===== config.mk =====
export PLATFORM = sky130hd
export DESIGN_NAME = imm_gen_pipe_flat
export DESIGN_NICKNAME = d
export VERILOG_FILES = /design/src/rtl/imm_gen_pipe_pkg.sv /design/src/rtl/imm_gen_pipe_if.sv /design/src/rtl/imm_gen_pipe_decode.sv /design/src/rtl/imm_gen_pipe.sv /design/src/flat_wrapper.sv
export SDC_FILE = /design/constraint.sdc
export NUM_CORES = 1
export LEC_CHECK = 0
export BUFFER_PORTS_ARGS = -buffer_cell sky130_fd_sc_hd__buf_2
export CAP_MARGIN = 0
export CORE_UTILIZATION = 55
export DETAILED_ROUTE_END_ITERATION = 10
export GPL_TIMING_DRIVEN = 0
export PLACE_DENSITY = 0.77
export SYNTH_ARGS = -nofsm -noshare
export SYNTH_HDL_FRONTEND = slang
export SYNTH_HIERARCHICAL = 1
export SYNTH_SLANG_ARGS = --single-unit
export TNS_END_PERCENT = 30

===== constraint.sdc =====
create_clock -name clk -period 2.55 [get_ports clk]
set_input_delay 0.765 -clock clk [delete_from_list [all_inputs] [get_ports clk]]
set_output_delay 0.765 -clock clk [all_outputs]
set_load 0.05 [all_outputs]

===== src/rtl/imm_gen_pipe_pkg.sv =====
// ---------------------------------------------------------------------------
// imm_pkg
// Shared definitions for the pipelined RISC-V immediate generator:
//   - fmt_t        : 3-bit instruction format code carried on out_fmt
//   - OP_*         : major opcodes (instr[6:0]) recognised by the decoder
//   - DEFAULT_XLEN : default datapath width for immediate, pc and target
// ---------------------------------------------------------------------------
package imm_pkg;

    localparam int DEFAULT_XLEN = 64;

    typedef enum logic [2:0] {
        FMT_NONE = 3'd0,
        FMT_I    = 3'd1,
        FMT_S    = 3'd2,
        FMT_B    = 3'd3,
        FMT_U    = 3'd4,
        FMT_J    = 3'd5,
        FMT_ILL  = 3'd7
    } fmt_t;

    localparam logic [6:0] OP_LOAD   = 7'b0000011;
    localparam logic [6:0] OP_IMM    = 7'b0010011;
    localparam logic [6:0] OP_IMM32  = 7'b0011011;
    localparam logic [6:0] OP_JALR   = 7'b1100111;
    localparam logic [6:0] OP_STORE  = 7'b0100011;
    localparam logic [6:0] OP_BRANCH = 7'b1100011;
    localparam logic [6:0] OP_LUI    = 7'b0110111;
    localparam logic [6:0] OP_AUIPC  = 7'b0010111;
    localparam logic [6:0] OP_JAL    = 7'b1101111;
    localparam logic [6:0] OP_REG    = 7'b0110011;
    localparam logic [6:0] OP_REG32  = 7'b0111011;

endpackage


===== src/rtl/imm_gen_pipe_if.sv =====
// ---------------------------------------------------------------------------
// imm_gen_pipe_if
// Valid/ready bundle between fetch (producer), the immediate generator and
// register read (consumer).
//   in_valid/in_ready/in_instr/in_pc        : instruction side
//   out_valid/out_ready/out_imm/out_target/
//   out_fmt/out_illegal                     : decoded-bundle side
// Modports:
//   slave  : the immediate generator itself
//   master : whoever drives instructions and consumes bundles
// ---------------------------------------------------------------------------
interface imm_gen_pipe_if
    import imm_pkg::*;
#(
    parameter int XLEN = DEFAULT_XLEN
) ();

    logic            in_valid;
    logic            in_ready;
    logic [31:0]     in_instr;
    logic [XLEN-1:0] in_pc;

    logic            out_valid;
    logic            out_ready;
    logic [XLEN-1:0] out_imm;
    logic [XLEN-1:0] out_target;
    fmt_t            out_fmt;
    logic            out_illegal;

    modport slave (
        input  in_valid, in_instr, in_pc, out_ready,
        output in_ready, out_valid, out_imm, out_target, out_fmt, out_illegal
    );

    modport master (
        output in_valid, in_instr, in_pc, out_ready,
        input  in_ready, out_valid, out_imm, out_target, out_fmt, out_illegal
    );

endinterface


===== src/rtl/imm_gen_pipe_decode.sv =====
// ---------------------------------------------------------------------------
// imm_decode
// Purely combinational classifier: instruction word -> format, illegal flag
// and sign-extended immediate.
//   i_instr   : 32-bit instruction word
//   o_fmt     : format code
//   o_illegal : opcode not recognised
//   o_imm     : immediate sign-extended to XLEN (0 for R-type and illegal)
// ---------------------------------------------------------------------------
module imm_decode
    import imm_pkg::*;
#(
    parameter int XLEN = DEFAULT_XLEN
) (
    input  logic [31:0]     i_instr,
    output fmt_t            o_fmt,
    output logic            o_illegal,
    output logic [XLEN-1:0] o_imm
);

    logic signed [31:0] w_imm32;

    // Opcode to format lookup; anything not listed is treated as illegal.
    always_comb begin
        o_fmt = FMT_ILL;
        case (i_instr[6:0])
            OP_LOAD, OP_IMM, OP_IMM32, OP_JALR: o_fmt = FMT_I;
            OP_STORE:                           o_fmt = FMT_S;
            OP_BRANCH:                          o_fmt = FMT_B;
            OP_LUI, OP_AUIPC:                   o_fmt = FMT_U;
            OP_JAL:                             o_fmt = FMT_J;
            OP_REG, OP_REG32:                   o_fmt = FMT_NONE;
            default:                            o_fmt = FMT_ILL;
        endcase
    end

    // Every immediate fits in 32 bits, so it is assembled sign-extended to
    // 32 first and widened to XLEN in one place below.
    always_comb begin
        w_imm32 = '0;
        case (o_fmt)
            FMT_I:   w_imm32 = {{20{i_instr[31]}}, i_instr[31:20]};
            FMT_S:   w_imm32 = {{20{i_instr[31]}}, i_instr[31:25], i_instr[11:7]};
            FMT_B:   w_imm32 = {{19{i_instr[31]}}, i_instr[31], i_instr[7],
                                i_instr[30:25], i_instr[11:8], 1'b0};
            FMT_U:   w_imm32 = {i_instr[31:12], 12'b0};
            FMT_J:   w_imm32 = {{11{i_instr[31]}}, i_instr[31], i_instr[19:12],
                                i_instr[20], i_instr[30:21], 1'b0};
            default: w_imm32 = '0;
        endcase
    end

    assign o_imm     = XLEN'(w_imm32);
    assign o_illegal = (o_fmt == FMT_ILL);

endmodule


===== src/rtl/imm_gen_pipe.sv =====
// ---------------------------------------------------------------------------
// imm_gen_pipe
// Decode-stage immediate generator with a 1-cycle registered output and a
// single skid entry, so back-pressure from register read never drops or
// duplicates an instruction.
//   clk         : rising-edge clock
//   rst_n       : asynchronous active-low reset
//   flush       : synchronous flush, empties both entries
//   bus         : imm_gen_pipe_if.slave handshake bundle
//   illegal_cnt : saturating count of illegal bundles handed to the consumer
// ---------------------------------------------------------------------------
module imm_gen_pipe
    import imm_pkg::*;
#(
    parameter int XLEN      = DEFAULT_XLEN,
    parameter bit TARGET_EN = 1'b1,
    parameter int CNT_W     = 16
) (
    input  logic             clk,
    input  logic             rst_n,
    input  logic             flush,
    imm_gen_pipe_if.slave    bus,
    output logic [CNT_W-1:0] illegal_cnt
);

    localparam logic [CNT_W-1:0] CNT_MAX = '1;

    fmt_t            w_decFmt;
    logic            w_decIllegal;
    logic [XLEN-1:0] w_decImm;
    logic [XLEN-1:0] w_target;
    logic            w_inFire;
    logic            w_outFire;

    logic            r_mainValid;
    logic [XLEN-1:0] r_mainImm;
    logic [XLEN-1:0] r_mainTarget;
    fmt_t            r_mainFmt;
    logic            r_mainIllegal;

    logic            r_skidValid;
    logic [XLEN-1:0] r_skidImm;
    logic [XLEN-1:0] r_skidTarget;
    fmt_t            r_skidFmt;
    logic            r_skidIllegal;

    logic [CNT_W-1:0] r_illegalCnt;

    imm_decode #(.XLEN(XLEN)) u_decode (
        .i_instr   (bus.in_instr),
        .o_fmt     (w_decFmt),
        .o_illegal (w_decIllegal),
        .o_imm     (w_decImm)
    );

    // PC-relative target for branches, JAL and AUIPC. JALR is I-format and
    // needs rs1, so it gets no target here. The adder vanishes when
    // TARGET_EN is 0.
    always_comb begin
        w_target = '0;
        if (TARGET_EN && (w_decFmt == FMT_B || w_decFmt == FMT_J ||
                          bus.in_instr[6:0] == OP_AUIPC)) begin
            w_target = bus.in_pc + w_decImm;
        end
    end

    // in_ready depends only on skid occupancy, keeping out_ready off any
    // combinational path back to the producer.
    assign w_inFire  = bus.in_valid && !r_skidValid;
    assign w_outFire = r_mainValid && bus.out_ready;

    // Main/skid storage. The main register refills whenever it is empty or
    // draining, taking the skid entry first to keep order; otherwise a new
    // instruction parks in the skid entry and in_ready drops next cycle.
    always_ff @(posedge clk or negedge rst_n) begin
        if (!rst_n) begin
            r_mainValid   <= 1'b0;
            r_mainImm     <= '0;
            r_mainTarget  <= '0;
            r_mainFmt     <= FMT_NONE;
            r_mainIllegal <= 1'b0;
            r_skidValid   <= 1'b0;
            r_skidImm     <= '0;
            r_skidTarget  <= '0;
            r_skidFmt     <= FMT_NONE;
            r_skidIllegal <= 1'b0;
        end else if (flush) begin
            r_mainValid <= 1'b0;
            r_skidValid <= 1'b0;
        end else if (!r_mainValid || w_outFire) begin
            if (r_skidValid) begin
                r_mainValid   <= 1'b1;
                r_mainImm     <= r_skidImm;
                r_mainTarget  <= r_skidTarget;
                r_mainFmt     <= r_skidFmt;
                r_mainIllegal <= r_skidIllegal;
                r_skidValid   <= 1'b0;
            end else if (w_inFire) begin
                r_mainValid   <= 1'b1;
                r_mainImm     <= w_decImm;
                r_mainTarget  <= w_target;
                r_mainFmt     <= w_decFmt;
                r_mainIllegal <= w_decIllegal;
            end else begin
                r_mainValid   <= 1'b0;
            end
        end else if (w_inFire) begin
            r_skidValid   <= 1'b1;
            r_skidImm     <= w_decImm;
            r_skidTarget  <= w_target;
            r_skidFmt     <= w_decFmt;
            r_skidIllegal <= w_decIllegal;
        end
    end

    // Illegal bundles are counted when the consumer actually takes them and
    // the count sticks at all-ones. Flush does not touch it.
    always_ff @(posedge clk or negedge rst_n) begin
        if (!rst_n) begin
            r_illegalCnt <= '0;
        end else if (w_outFire && r_mainIllegal && r_illegalCnt != CNT_MAX) begin
            r_illegalCnt <= r_illegalCnt + 1'b1;
        end
    end

    assign bus.in_ready    = !r_skidValid;
    assign bus.out_valid   = r_mainValid;
    assign bus.out_imm     = r_mainImm;
    assign bus.out_target  = r_mainTarget;
    assign bus.out_fmt     = r_mainFmt;
    assign bus.out_illegal = r_mainIllegal;
    assign illegal_cnt     = r_illegalCnt;

endmodule

===== src/flat_wrapper.sv =====
// flat-port wrapper written by rule: the top's interface ports become plain ports
module imm_gen_pipe_flat import imm_pkg::*;
#(
    parameter int XLEN      = DEFAULT_XLEN,
    parameter bit TARGET_EN = 1'b1,
    parameter int CNT_W     = 16
)
  (clk, rst_n, flush, illegal_cnt, bus_in_valid, bus_in_instr, bus_in_pc, bus_out_ready, bus_in_ready, bus_out_valid, bus_out_imm, bus_out_target, bus_out_fmt, bus_out_illegal);
  imm_gen_pipe_if #(.XLEN(XLEN)) bus_i ();
  input  logic clk;
  input  logic rst_n;
  input  logic flush;
  output logic [CNT_W-1:0] illegal_cnt;
  input wire logic [$bits(bus_i.in_valid)-1:0] bus_in_valid;
  input wire logic [$bits(bus_i.in_instr)-1:0] bus_in_instr;
  input wire logic [$bits(bus_i.in_pc)-1:0] bus_in_pc;
  input wire logic [$bits(bus_i.out_ready)-1:0] bus_out_ready;
  output wire logic [$bits(bus_i.in_ready)-1:0] bus_in_ready;
  output wire logic [$bits(bus_i.out_valid)-1:0] bus_out_valid;
  output wire logic [$bits(bus_i.out_imm)-1:0] bus_out_imm;
  output wire logic [$bits(bus_i.out_target)-1:0] bus_out_target;
  output wire logic [$bits(bus_i.out_fmt)-1:0] bus_out_fmt;
  output wire logic [$bits(bus_i.out_illegal)-1:0] bus_out_illegal;
  assign bus_i.in_valid = bus_in_valid;
  assign bus_i.in_instr = bus_in_instr;
  assign bus_i.in_pc = bus_in_pc;
  assign bus_i.out_ready = bus_out_ready;
  assign bus_in_ready = bus_i.in_ready;
  assign bus_out_valid = bus_i.out_valid;
  assign bus_out_imm = bus_i.out_imm;
  assign bus_out_target = bus_i.out_target;
  assign bus_out_fmt = bus_i.out_fmt;
  assign bus_out_illegal = bus_i.out_illegal;
  imm_gen_pipe #(.XLEN(XLEN), .TARGET_EN(TARGET_EN), .CNT_W(CNT_W)) u_core (.clk(clk), .rst_n(rst_n), .flush(flush), .bus(bus_i), .illegal_cnt(illegal_cnt));
endmodule

==> results of run 1 <==
-- worst max-delay path by stage --
stage               depth (start not counted)                        end
global placement                            1     u_core/bus.out_imm[20]
detailed placement                         17  u_core/bus.out_target[61]
floorplan                                  16  u_core/bus.out_target[46]
global route                               18  u_core/bus.out_target[59]
CTS                                        17  u_core/bus.out_target[40]
finish                                     18  u_core/bus.out_target[59]
-- final cells by class --
cell class | instances | area, um^2
tap | 390 | 488
buffer | 133 | 820
fill | 1938 | 6500
antenna | 1 | 2.50
sequential | 282 | 7060
clock inverter | 20 | 251
timing repair buffer | 384 | 2570
clock buffer | 36 | 825
multi-input combinational | 1360 | 11000
inverter | 23 | 91.3
-- per-stage QoR --
step	hold WS, ns	setup WS [ns]
5_1_grt	0.271	-1.71
3_5_place_dp	0.465	-2.84
2_1_floorplan	0.442	-1.69
4_1_cts	0.260	-1.57
3_3_place_gp	0.454	-4.33
6_report	0.217	-1.67
-- state kept, by name (all words and copies together) (netlist names) --
| signal | cells |
|---|---|
| u_core/bus.out_fmt | 3 |
| u_core/bus.out_illegal | 1 |
| u_core/bus.out_imm | 64 |
| u_core/bus.out_target | 64 |
| u_core/bus.out_valid | 1 |
| u_core/illegal_cnt | 16 |
| u_core/r_skidFmt | 3 |
| u_core/r_skidIllegal | 1 |
| u_core/r_skidImm | 64 |
| u_core/r_skidTarget | 64 |
| u_core/r_skidValid | 1 |
-- synthesized netlist by cell type (21+ instances only) --
cell type / n
a21o_1: 51
xor2_1: 26
ha_1: 64
buf_4: 34
o21bai_1: 21
nor2_1: 83
mux2_2: 69
inv_1: 23
nand2_1: 281
o21ai_0: 172
xnor2_1: 45
a21oi_1: 148
mux2i_1: 71
o21ai_1: 29
dfrtp_1: 282
nand4_1: 26
nor3_1: 24
nand3_1: 29
clkbuf_1: 87
-- where the power goes --
| part | switching [mW] | internal, mW |
|---|---|---|
| Clock | 1.97 | 2.82 |
| Combinational | 2.10 | 1.05 |
| Sequential | 0.234 | 4.82 |
-- layer usage --
layer / routed length [um] / up-vias
met5: 0 / -
met4: 2930 / 0
met3: 5640 / 226
met1: 23800 / 8086
li1: - / 7243
met2: 27400 / 943
-- logic make-up after synthesis --
family | after synthesis | share of synthesized area
adder cells (fa/ha/maj) | 65 | 0.0496
AO/OA/AOI/OAI | 551 | 0.203
multiplexers | 140 | 0.0899
XOR/XNOR | 71 | 0.0376
AND/OR/NAND/NOR | 532 | 0.146
buffers and inverters | 170 | 0.0477
flip-flops | 282 | 0.426
-- what timing repair did --
item                       4_1_cts  5_1_grt
gates cloned                     2        1
setup endpoints to repair      218      220
pin swaps                      106      180
setup buffers                   74       59
gates resized for setup        256      262
==> results.md, run 1 <==
* Status: finished, violations left
* Failing checks: negative setup slack
* Max Fclk at 237 MHz
* Endpoint type of the worst setup path: register
* Worst Path Required at 3.00 ns
* Final Critical Period at 4.22 ns
* Slowest Stage Delay on Critical Path at 0.44 ns
* Worst Tran Pin Value at 1.11 ns
* Met2 usage at 0.569
* H-Tree Depth at 1
* Area leader, netlist: dfrtp_1
* Area Overhead vs Synth at 39.8%
* Met3 Use GR at 0.0584
* Placed Area at 18700 um^2
* Synth unique cells at 81
* Die area at 30800 um^2
* Tot GR Track Use at 0.363
* Register area share after synthesis at 0.426
* Initial antenna violation count at 1
* Dpl cells at 2453
* 1st-iter DRT viols at 1786
* Main synth FF type: dfrtp_1
* IO Pins at 251
* CTS Hold Bufs at 0
* Worst Hold Class: input pin to async pin
* RSZ-0062 raised after global routing: yes
* Number of global-route vias before repair at 15767
* Slew margin rel. at 0.262
* Cell with the largest stage delay on the worst path: ha_2
* Final setup fails at 214
* Final hold viol count at 0
* Yosys reg bits at 282
* Top post-synthesis cells by area: dfrtp_1 43%, nand2_1 6.4%, o21ai_0 5.2%
* Final std cells w/o fill at 2629
* Grt met1 use at 0.503
* Final worst setup slack at -1.67 ns
* Clk slew on worst S/H paths at 0.06 ns
* Slew Limit Fails at 0
* CP Launch Type: input pin
* Setup_tns at -216.58 ns
* Post-synth EDFFs at 0
* Area of the core at 29600 um^2
* Crit Path Category: input pin to register
* Crit path arrival time at 4.67 ns
* Dpl hpwl at 40000 um
* PnR Total Power at 13.0 mW
* Cells on worst reg2reg path at 9
* Vias/cell at 6.28
* # DRC at 0
* Worst vdd ir at 0.592 mV
* Layout Nets at 2380
* First-pass GRT wire length at 87200 um
* Die span in x at 176 um
* Max-cap violations at 0
* Row cnt at 63
* Die height at 176 um
* Fin Clk Skew at 0.0109 ns
* Finished Cell Area at 23100 um^2
* R2R Path End: u_core/bus.out_imm[61]
* Flop-to-flop setup slack at -1.25 ns
* Syn nets at 1977
* WL/cell at 22.8 um
* Most common cell after layout, fill and taps aside: dfrtp_1
* CTS buffer count at 30
* Via count at 16498
* Largest net degree at the start of global routing at 105
* Clk buf depth at 3
* Worst-Skew Late Latency at 0.58 ns
* Static leakage at 10.7 nW
* Asr flop ratio synth at 1.00
* Layout cell share with drive strength beyond 1 at 0.395
* Final WL at 59800 um
* CP delay by family, top: compound AO/OA/AOI/OAI gates
* Part of the cycle the worst path needs at 1.65
* Crit path top cell by count: nor2_1
* Reg2reg start: u_core/r_skidValid
* Synthesized area per cell at 9.14 um^2
* Grt ovf at 0
* Initial Util at 0.559
* Most frequent cells in the layout: 282 x dfrtp_1, 255 x nand2_1, 246 x buf_2
* Placer congestion estimate at 0.945
* CP Launch Point: bus_in_instr[4]
* PD cells at 561 nW/um^2
* CP Max Fanout at 8
* IO Port Bufs at 250
* Bufs and invs on worst path at 3
* Crit path cell chain: buf_4, or3b_4, nand4_1, nor2_4, buf_6, a21o_1, ha_2, nand2_1, o21ai_0, nor2_1, a41o_1, o31a_1, o21ai_4, buf_12, a211oi_4, xnor2_2, a221oi_2, nor2_1
* Yosys warning count at 6
* Antenna Violating Nets Remaining at 0
* Busiest grt layer: met2
* Finished Core Util at 0.781
* Share of the synthesized area in the top cell type at 0.426
* Synthesized area at 16600 um^2
* Clock Tree Root: clkbuf_16
* CTS tree: yes
* Pre-antenna DRT Iters at 6
* Mapped Cells at 1811
* Clock sink count at 282
(Power assumes the default switching activity.)
==> run 2, diff against run 1 <==
- REMOVE_ABC_BUFFERS: unset -> 1
==> results.md, run 2 (synthesis gave the netlist of run 1 again) <==
* Grt ovf at 0
* Most frequent cells in the layout: 281 x dfrtp_1, 261 x nand2_1, 244 x buf_2
* Crit path top cell by count: buf_6
* Failing checks: negative setup slack
* IO Port Bufs at 250
* CTS tree: yes
* Worst-Skew Late Latency at 0.57 ns
* Antenna Violating Nets Remaining at 0
* Max-cap violations at 0
* Static leakage at 10.3 nW
* Crit path cell chain: buf_12, buf_6, or3b_4, nand4_1, buf_6, nor2_4, and2_4, ha_4, a21oi_1, o21ai_1, and3_4, nor3_4, o31ai_4, a21bo_2, a2111o_1, and3_1, or3_4, o21ai_2
* Crit path arrival time at 4.59 ns
* Slowest Stage Delay on Critical Path at 0.48 ns
* Clock Tree Root: clkbuf_16
* Layout cell share with drive strength beyond 1 at 0.387
* Dpl hpwl at 32400 um
* Pre-antenna DRT Iters at 6
* Row cnt at 63
* Initial antenna violation count at 4
* Number of global-route vias before repair at 14854
* Layout Nets at 2266
* Slew margin rel. at 0.534
* Status: finished, violations left
* Via count at 16208
* Cells on worst reg2reg path at 6
* Final Hold Slack at 0.215 ns
* Worst Hold Class: input pin to async pin
* Slew Limit Fails at 0
* Final hold viol count at 0
* Flop-to-flop setup slack at -0.17 ns
* Worst Path Required at 3.05 ns
* Die span in x at 176 um
* Fin Clk Skew at 0.00993 ns
* Final worst setup slack at -1.54 ns
* Reg2reg start: u_core/r_skidValid
* # DRC at 0
* Die area at 30800 um^2
* Final WL at 57100 um
* Worst vdd ir at 0.537 mV
* Part of the cycle the worst path needs at 1.60
* WL/cell at 22.7 um
* R2R Path End: u_core/r_skidImm[3]
* CTS buffer count at 30
* Die height at 176 um
* 1st-iter DRT viols at 1825
* Max Fclk at 245 MHz
* Initial Util at 0.559
* CTS Hold Bufs at 0
* Final setup fails at 169
* RSZ-0062 raised after global routing: yes
* Clk slew on worst S/H paths at 0.07 ns
* Finished Core Util at 0.760
* H-Tree Depth at 1
* First-pass GRT wire length at 80500 um
* Placed Area at 18000 um^2
* CP Launch Type: input pin
* Vias/cell at 6.44
* Tot GR Track Use at 0.327
* Worst Tran Pin Value at 0.700 ns
* CP delay by family, top: simple AND/OR/NAND/NOR gates
* Area Overhead vs Synth at 36.1%
* Clock sink count at 282
* Final Critical Period at 4.09 ns
* CP Max Fanout at 6
* Area of the core at 29600 um^2
* Crit Path Category: input pin to register
* Bufs and invs on worst path at 3
* IO Pins at 251
* Endpoint type of the worst setup path: register
* Final std cells w/o fill at 2517
* Most common cell after layout, fill and taps aside: dfrtp_1
* Finished Cell Area at 22500 um^2
* PD cells at 569 nW/um^2
* Dpl cells at 2318
* Largest net degree at the start of global routing at 110
* Placer congestion estimate at 0.878
* Cell with the largest stage delay on the worst path: a2111o_1
* Clk buf depth at 3
run 2: changes by cell type in the layout (fill, tap and decap cells not counted), sizes merged:
cell / delta
buf: -40
clkbuf: -66
clkinv: -5
clkinvlp: -2
diode: +3
inv: -2
run 2: report_power, final:
part           leakage [nW]  total, mW  internal (mW)  switching [mW]
clock                 0.526       4.73           2.88            1.85
sequential             3.81       5.03           4.82           0.213
combinational          5.99       3.06           1.01            2.04
run 2: worst max path at each step:
stage	start	end	slack [ns]	cells past startpoint
after floorplan	u_core/r_skidValid	u_core/r_skidTarget[60]	-5.66	4
after global placement	u_core/r_skidValid	u_core/r_skidTarget[60]	-9.46	4
after detailed placement	bus_in_instr[2]	u_core/bus.out_target[61]	-3.02	15
after CTS	bus_in_instr[2]	u_core/bus.out_target[40]	-1.29	15
after global routing	bus_in_instr[3]	u_core/r_skidTarget[40]	-1.61	18
final	bus_in_instr[3]	u_core/bus.out_target[40]	-1.54	18
run 2: per-layer routing:
layer,track usage,vias up,routed length (um)
li1,-,7021,-
met1,0.454,7753,22700
met4,0.150,0,3520
met2,0.510,1111,25800
met5,0,-,0
met3,0.0431,323,5020
run 2: cell type report:
cell class                 count  area, um^2
timing repair buffer         403        2970
antenna                        4        10.0
clock buffer                  44         873
clock inverter                11         208
inverter                      23        86.3
multi-input combinational   1360       10800
tap                          390         488
fill                        1899        7100
sequential                   282        7060
run 2: what timing repair did:
action | 4_1_cts | 5_1_grt
gates cloned | 5 | 1
setup endpoints to repair | 196 | 199
gates resized for setup | 311 | 197
endpoints found under the hold margin | 0 | 0
pin swaps | 127 | 80
buffers inserted | 92 | 46
run 2: per-stage QoR:
step / TNS [ns] / power [mW] / setup slack, ns
5_1_grt: -154.50 / 13.3 / -1.61
3_5_place_dp: -309.21 / 7.52 / -3.02
3_3_place_gp: -3599.39 / 7.44 / -9.46
2_1_floorplan: -1397.79 / 6.72 / -5.66
4_1_cts: -110.48 / 12.6 / -1.29
6_report: -137.37 / 12.8 / -1.54
==> run 3, diff against run 2 <==
- CORE_MARGIN: unset -> 2
==> results.md, run 3 (synthesis gave the netlist of run 1 again) <==
* Layout cell share with drive strength beyond 1 at 0.374
* Static leakage at 10.2 nW
* DP Worst Slack at -3.11 ns
* Worst vdd ir at 0.572 mV
* Crit path top cell by count: a21oi_4
* H-Tree Depth at 1
* Part of the cycle the worst path needs at 1.59
* Failing checks: negative setup slack
* Row cnt at 63
* Antenna Violating Nets Remaining at 0
* Final WL at 55000 um
* Placed Area at 17900 um^2
* WL/cell at 22.0 um
* Cell with the largest stage delay on the worst path: or4b_4
* Final Critical Period at 4.07 ns
* Endpoint type of the worst setup path: register
* Die area at 31500 um^2
* Pre-antenna DRT Iters at 8
* Max Fclk at 246 MHz
* Die span in x at 178 um
* Clk slew on worst S/H paths at 0.06 ns
* CTS buffer count at 31
* Initial Util at 0.559
* 1st-iter DRT viols at 1695
* Final setup fails at 155
* Tot GR Track Use at 0.322
* Placer congestion estimate at 0.902
* Die height at 178 um
* Area of the core at 29600 um^2
* CTS tree: yes
* Crit path arrival time at 4.52 ns
* Worst Tran Pin Value at 0.910 ns
* Final Hold Slack at 0.199 ns
* Fin Clk Skew at 0.00922 ns
* IO Pins at 251
* Finished Core Util at 0.751
* CP Launch Type: input pin
* Crit Path Category: input pin to register
* Reg2reg start: u_core/r_skidValid
* Bufs and invs on worst path at 2
* PD cells at 573 nW/um^2
* IO Port Bufs at 250
* Slowest Stage Delay on Critical Path at 0.57 ns
* Flop-to-flop setup slack at -0.23 ns
* Slew margin rel. at 0.388
* CP Max Fanout at 8
* Via count at 15864
* RSZ-0062 raised after global routing: yes
* Slew Limit Fails at 0
* Dpl cells at 2317
* Vias/cell at 6.34
* Clk buf depth at 3
* Cells on worst reg2reg path at 8
* Worst Path Required at 3.00 ns
* Final hold viol count at 0
* Final std cells w/o fill at 2501
* Layout Nets at 2251
* Clock Tree Root: clkbuf_16
* Finished Cell Area at 22300 um^2
* Largest net degree at the start of global routing at 111
* Dpl hpwl at 32600 um
* Crit path cell chain: buf_12, or4b_4, a21oi_4, a21o_1, ha_4, buf_4, and2_1, nand3_1, a211oi_2, a21oi_4, o31ai_4, nand4_1, a21oi_2, o211ai_1, mux2_2
* First-pass GRT wire length at 81100 um
* Status: finished, violations left
* Initial antenna violation count at 3
* CP delay by family, top: compound AO/OA/AOI/OAI gates
* Setup_tns at -127.03 ns
* Number of global-route vias before repair at 14955
* Worst Hold Class: input pin to async pin
* Area Overhead vs Synth at 34.5%
* Worst-Skew Late Latency at 0.57 ns
* Most frequent cells in the layout: 281 x dfrtp_1, 260 x nand2_1, 244 x buf_2
* Max-cap violations at 0
* # DRC at 0
* Clock sink count at 282
* Final worst setup slack at -1.52 ns
* Most common cell after layout, fill and taps aside: dfrtp_1
* R2R Path End: u_core/bus.out_target[43]
* Grt ovf at 0
* PnR Total Power at 12.8 mW
run 3: cell count changes in the layout (fill, tap and decap cells not counted), sizes merged:
cell    delta
buf       -15
inv        +2
bufinv     -1
clkbuf     -1
diode      -1
run 3: repair_timing:
item	CTS	global route
hold buffers	0	0
gates cloned	6	0
endpoints found under the hold margin	0	0
pin swaps	121	101
gates resized for setup	324	151
setup buffers	98	23
endpoints found under the setup margin	181	214
run 3: report_power, final:
part	internal, mW	leakage [nW]	total, mW	switching, mW
sequential	4.82	3.81	5.04	0.217
combinational	0.992	5.89	3.01	2.02
clock	2.86	0.531	4.71	1.84
run 3: layout make-up:
cell class / instances / area [um^2]
flip-flops and latches: 282 / 7060
well taps: 390 / 488
clock inverters: 12 / 174
diodes: 3 / 7.51
multi-input cells: 1360 / 10700
repair buffers: 387 / 2800
clock buffers: 44 / 905
fillers: 1971 / 7370
inverters: 23 / 86.3
run 3: routing by layer:
| metal | vias up | share of wire | track usage |
|---|---|---|---|
| met5 | - | 0 | 0 |
| met4 | 0 | 0.060 | 0.164 |
| met3 | 262 | 0.082 | 0.0484 |
| met2 | 955 | 0.45 | 0.502 |
| met1 | 7650 | 0.41 | 0.438 |
| li1 | 6997 | - | - |
run 3: worst reg2reg max path, stage by stage, from the launching register on:
cell and delay, ns:
dfrtp_4 0.82, nor2_1 0.20, nor2_2 0.28, nand2_8 0.39
buf_12 0.36, buf_12 0.22, a21oi_1 0.20, o21ai_2 0.09
o21a_1 0.13
run 3: how the worst max path moves through the flow:
| stage | slack, ns | from | cells after the start | to |
|---|---|---|---|---|
| global placement | -9.41 | u_core/r_skidValid | 4 | u_core/r_skidTarget[60] |
| global route | -1.56 | bus_in_instr[6] | 17 | u_core/bus.out_target[55] |
| floorplan | -5.66 | u_core/r_skidValid | 4 | u_core/r_skidTarget[60] |
| finish | -1.52 | bus_in_instr[6] | 15 | u_core/bus.out_target[61] |
| detailed placement | -3.11 | bus_in_instr[2] | 15 | u_core/bus.out_target[61] |
| CTS | -1.34 | bus_in_instr[2] | 15 | u_core/r_skidTarget[40] |
